### src/rtl/simon_pkg.sv
// Purpose: shared constants and types for the object ROM and its arbiter.
// Latency: n/a (declarations only).
// Backpressure: n/a.
package simon_pkg;

   // object_mem geometry: 3-bit pixel words, 64 entries
   localparam int OBJ_MEM_N  = 3;
   localparam int OBJ_MEM_MN = 6;

   // renderer, pad animator, attract sequencer, one spare
   localparam int OBJMEM_ARB_N_REQ = 4;

   typedef logic [OBJ_MEM_MN-1:0] obj_addr_t;
   typedef logic [OBJ_MEM_N-1:0]  obj_pix_t;

endpackage

### src/rtl/object_mem_arbiter_rr_pick.sv
// Purpose: N-way circular priority picker; first set bit of elig at or after ptr.
// Latency: purely combinational.
// Backpressure: none; found=0 when elig is empty.
module rr_pick #(
   parameter int N  = 4,
   parameter int PW = 2
) (
   input  logic [N-1:0]  elig,
   input  logic [PW-1:0] ptr,
   output logic [PW-1:0] win_idx,
   output logic          found
);

   // scan offsets from farthest to nearest so the nearest eligible index wins
   always_comb begin
      win_idx = '0;
      found   = 1'b0;
      for (int k = N - 1; k >= 0; k--) begin
         if (elig[(int'(ptr) + k) % N]) begin
            found   = 1'b1;
            win_idx = PW'((int'(ptr) + k) % N);
         end
      end
   end

endmodule

### src/rtl/object_mem_arbiter.sv
// Purpose: round-robin sharing of one object ROM; OBJMEM_ARB_VGA_PRIO_EN gives requester 0 absolute priority.
// Latency: req sampled in T -> gnt in T+1 -> rvalid/rdata in T+2.
// Backpressure: none; one ROM read per cycle, a requester is ineligible during its own gnt cycle.
module object_mem_arbiter
   import simon_pkg::*;
#(
   parameter int N_REQ = OBJMEM_ARB_N_REQ,
   parameter int n     = OBJ_MEM_N,
   parameter int Mn    = OBJ_MEM_MN
) (
   input  logic                clock,
   input  logic                reset,
   input  logic [N_REQ-1:0]    req,
   input  logic [N_REQ*Mn-1:0] addr,
   output logic [N_REQ-1:0]    gnt,
   output logic [N_REQ-1:0]    rvalid,
   output logic [n-1:0]        rdata,
   output logic [Mn-1:0]       rom_address,
   input  logic [n-1:0]        rom_q
);

   localparam int PW = (N_REQ > 1) ? $clog2(N_REQ) : 1;
   localparam logic [N_REQ-1:0] ONE = {{(N_REQ-1){1'b0}}, 1'b1};

   logic [PW-1:0]    ptr_q, ptr_d;
   logic             s1_vld_q, s1_vld_d;
   logic [PW-1:0]    s1_idx_q, s1_idx_d;
   logic             s2_vld_q, s2_vld_d;
   logic [PW-1:0]    s2_idx_q, s2_idx_d;
   logic [n-1:0]     rdata_q, rdata_d;

   logic [N_REQ-1:0] elig;
   logic [N_REQ-1:0] rr_elig;
   logic [PW-1:0]    rr_win;
   logic             rr_found;
   logic [PW-1:0]    win_idx;
   logic             win_found;
   logic             ptr_upd;

   // the requester holding gnt this cycle must not be picked again
   assign elig = req & ~gnt;

`ifdef OBJMEM_ARB_VGA_PRIO_EN
   // requester 0 is served by the priority override, so the rotation only sees 1..N_REQ-1
   assign rr_elig = elig & ~ONE;
`else
   assign rr_elig = elig;
`endif

   rr_pick #(
      .N  (N_REQ),
      .PW (PW)
   ) u_rr_pick (
      .elig    (rr_elig),
      .ptr     (ptr_q),
      .win_idx (rr_win),
      .found   (rr_found)
   );

   // final winner selection; the VGA override never moves the rotation pointer
   always_comb begin
      win_idx   = rr_win;
      win_found = rr_found;
      ptr_upd   = rr_found;
`ifdef OBJMEM_ARB_VGA_PRIO_EN
      if (elig[0]) begin
         win_idx   = '0;
         win_found = 1'b1;
         ptr_upd   = 1'b0;
      end
`endif
   end

   // next state: pointer, tag pipeline, and returned ROM word
   always_comb begin
      ptr_d    = ptr_q;
      if (ptr_upd) begin
         ptr_d = PW'((int'(win_idx) + 1) % N_REQ);
      end
      s1_vld_d = win_found;
      s1_idx_d = win_idx;
      s2_vld_d = s1_vld_q;
      s2_idx_d = s1_idx_q;
      // ROM output is valid the cycle after the address was registered; hold otherwise
      rdata_d  = s1_vld_q ? rom_q : rdata_q;
   end

   // state registers; reset drops any reads in flight
   always_ff @(posedge clock) begin
      if (reset) begin
         ptr_q    <= '0;
         s1_vld_q <= 1'b0;
         s1_idx_q <= '0;
         s2_vld_q <= 1'b0;
         s2_idx_q <= '0;
         rdata_q  <= '0;
      end else begin
         ptr_q    <= ptr_d;
         s1_vld_q <= s1_vld_d;
         s1_idx_q <= s1_idx_d;
         s2_vld_q <= s2_vld_d;
         s2_idx_q <= s2_idx_d;
         rdata_q  <= rdata_d;
      end
   end

   // outputs: ROM address for this cycle's winner, one-hot pulses decoded from the tags
   always_comb begin
      rom_address = '0;
      if (win_found) begin
         rom_address = addr[int'(win_idx)*Mn +: Mn];
      end
      gnt    = s1_vld_q ? (ONE << s1_idx_q) : '0;
      rvalid = s2_vld_q ? (ONE << s2_idx_q) : '0;
      rdata  = rdata_q;
   end

endmodule

### config.mk
export PLATFORM = sky130hd
export DESIGN_NAME = object_mem_arbiter
export DESIGN_NICKNAME = d
export VERILOG_FILES = /design/src/rtl/simon_pkg.sv /design/src/rtl/object_mem_arbiter_rr_pick.sv /design/src/rtl/object_mem_arbiter.sv
export SDC_FILE = /design/constraint.sdc
export NUM_CORES = 1
export LEC_CHECK = 0
export ABC_AREA = 1
export CAP_MARGIN = 10
export CORE_MARGIN = 2
export CORE_UTILIZATION = 40
export DETAILED_ROUTE_END_ITERATION = 10
export PLACE_DENSITY_LB_ADDON = 0.05
export SYNTH_ARGS = -nofsm -noshare
export SYNTH_HDL_FRONTEND = slang
export SYNTH_SLANG_ARGS = --single-unit
### constraint.sdc
create_clock -name clock -period 5.4 [get_ports clock]
set_clock_uncertainty 0.1 [all_clocks]
set_input_delay 1.08 -clock clock [delete_from_list [all_inputs] [get_ports clock]]
set_output_delay 1.08 -clock clock [all_outputs]
set_load 0.01 [all_outputs]
==> metrics.txt, run 1 <==
outcome=finished clean; worst hold path depth=2; Port Buf Inserts=49; via count=1139; clock latency on the worst-skew pair=approximately 0.27 ns; post-route ant nets=0; post-CTS sizing=0; hold path startpoint=rdata[1]; Hold EP=rdata[1]; Crit. End Element=primary output; worst r2r dst=ptr_q[1]; crit start category=input pin; post-route design area=about 1500 um2; Clock Sinks=11; Crit Path Category=input pin to primary output; largest net degree at the start of global routing=16; Die Wd=approximately 54 um; H-tree levels=1; metal3 WL=between 150 and 200 um; Mapped Cells=166; DRT met1 WL=around 1100 um; post-route setup TNS=0 ns; core footprint=~2400 um2; share of cells above drive strength 1=a little over an eighth; Multi-input gate area=just over 600 um2; crit path max fanout=15; CTS clk-pin slew, worst paths=about 0.07 ns; clk root buf=clkbuf_4; drc violations=0; worst-margin pin slew=~0.4 ns; Detail Route met2 WL=1230 um; # Post-CTS Setup Buffers=0; worst relative slew slack=72.9%; Pwr per Cell Area=approximately 630 nW/um2; number of diodes=0; Placer Congestion=approximately 0.73; DIE HEIGHT=between 50 and 60 um; first-pass iteration count of the detailed router=4; # nets final=247; Final Hold Fails=0; most frequent cells in the layout=clkdlybuf4s50_1 (49), inv_1 (32), nand2_1 (30); final-layout fill cell count=~240; vias per cell=between 4 and 5; initial antenna violation count=0; RSZ-0062 raised after global routing=no; Yosys cell types=22; gr usage total=about 18%; setup violators final=0; Initial DRC Count=21; Reg2Reg Launch Point=ptr_q[0]; final wirelength=approximately 2500 um; Leak=between 0.7 and 0.8 nW; fraction of the yosys area taken by sequential cells=between 20% and 30%; Max-cap violations=0; flops & latches, synth=11; CTS tree=built; final period utilization=a little over four fifths; Post-DP Area=around 1500 um2; drt wl/cell=around 10 um; area grow syn2layout=50.2%; Synth Net Count=199; register area=220 um2; vias in the first global route=~1000; highest routed layer=met4; Post-CTS Hold Fix Bufs=0; CTS Buf Count=3; HPWL Detailed=1980 um; num ports=50; R2R depth=13; commonest non-fill, non-tap cell in the layout=clkdlybuf4s50_1; Starting Density=between 40% and 50%; Req. time, crit path=4.22 ns; max frequency=roughly 220 MHz; Die Area=2960 um2; grt ovf=0; Peak VDD IR=~0.00043 V; Min-Delay Path Class=flop to flop; Cell Rows=18; Final min period=~4.5 ns; Syn Std Cell Area=a little over 1000 um2; Final Slew Violations=0; clock buffer depth=2; Tot Pwr=between 0.9 and 1 mW; Worst R2R Setup Slack=~3.4 ns; fin util=between 60 and 70%; Avg Inst Size Synth=slightly above 6 um2; Synth warnings=0; first-pass GRT wire length=slightly below 4000 um; worst path arrival time=about 3.4 ns
## logic make-up after synthesis
kind of cell / share of synthesized area, %
AND/OR/NAND/NOR: 51.9
buffers and inverters: 17.5
XOR/XNOR: 1.60
AO/OA/AOI/OAI: 7.27
flip-flops: 21.7
## metal layers
metal | vias to the layer above | GRT usage, %
met5 | - | 0
met4 | 0 | 10.0
met3 | 2 | 1.91
met2 | 42 | 32.9
met1 | 487 | 19.8
li1 | 608 | -
## registers in the layout, summed over array words and instances (netlist names)
signal and cells:
s1_vld_q 1, rdata 3, s1_idx_q 2, s2_vld_q 1, s2_idx_q 2, ptr_q 2
## synthesized netlist by cell type, drive strengths merged
library cell  count  area share, %
nor3              4            2.0
dfxtp            11             22
buf               5            4.2
inv              35             13
a21oi            11            5.4
a21boi            1            1.1
a211oi            1           0.74
nand2            45             22
clkbuf            1           0.37
nor2             14            6.2
xor2              1            1.6
nand3            31             17
nand3b            6            4.4
## worst max path at each step
stage / start / endpoint / slack [ns] / cells after the start
6_report: req[3] / rom_address[4] / 0.86 / 14
5_1_grt: req[2] / rom_address[4] / 0.70 / 14
4_1_cts: req[3] / rom_address[0] / 0.89 / 14
3_5_place_dp: req[3] / rom_address[0] / 0.90 / 14
3_3_place_gp: req[2] / rom_address[2] / 0.95 / 14
2_1_floorplan: req[3] / rom_address[3] / 2.06 / 13
## power breakdown
part / internal (mW) / leakage, nW / switching (mW)
Clock: 0.0274 / 0.0177 / 0.0284
Sequential: 0.106 / 0.0911 / 0.0319
Combinational: 0.334 / 0.629 / 0.430
Total: 0.467 / 0.738 / 0.490
## final cells by class
type,count,area share [%]
multi-input combinational,114,40.5
timing repair buffer,49,32.2
sequential,11,14.4
inverter,35,8.62
tap,30,2.46
clock buffer,3,1.48
clock inverter,1,0.328
## per-stage QoR
stage               hold slack, ns  std cells  worst slack (ns)
floorplan                    0.362        166              2.06
global placement             0.349        239             0.951
detailed placement           0.368        239             0.898
CTS                          0.377        243             0.891
global route                 0.392        243             0.702
finish                       0.371        243             0.864
## critical path, cell delays in order
cell,delay [ns]
clkdlybuf4s50_1,0.49
nand3_1,0.12
nand2_1,0.11
nand2_1,0.06
nand2_2,0.09
inv_2,0.04
nand2_4,0.06
nand2_2,0.06
nand2_4,0.15
nand2_4,0.17
nand2_2,0.09
nand3_1,0.07
a21oi_1,0.19
clkdlybuf4s50_1,0.57
Power figures use the tool's default switching activity.
==> run 2: changes to the inputs <==
clock period = 4.4 ns   (was 5.4 ns; I/O delays follow)
==> results of run 2 <==
The final DEF is identical to that of run 1. Status: finished clean.
Among the figures that moved: setup slack after placement 0.898 ns -> 0.298 ns; setup slack after layout 0.864 ns -> 0.264 ns; register-to-register setup slack 3.35 ns -> 2.35 ns; total power 0.958 mW -> 1.18 mW; worst IR drop on VDD 0.000432 V -> 0.000530 V
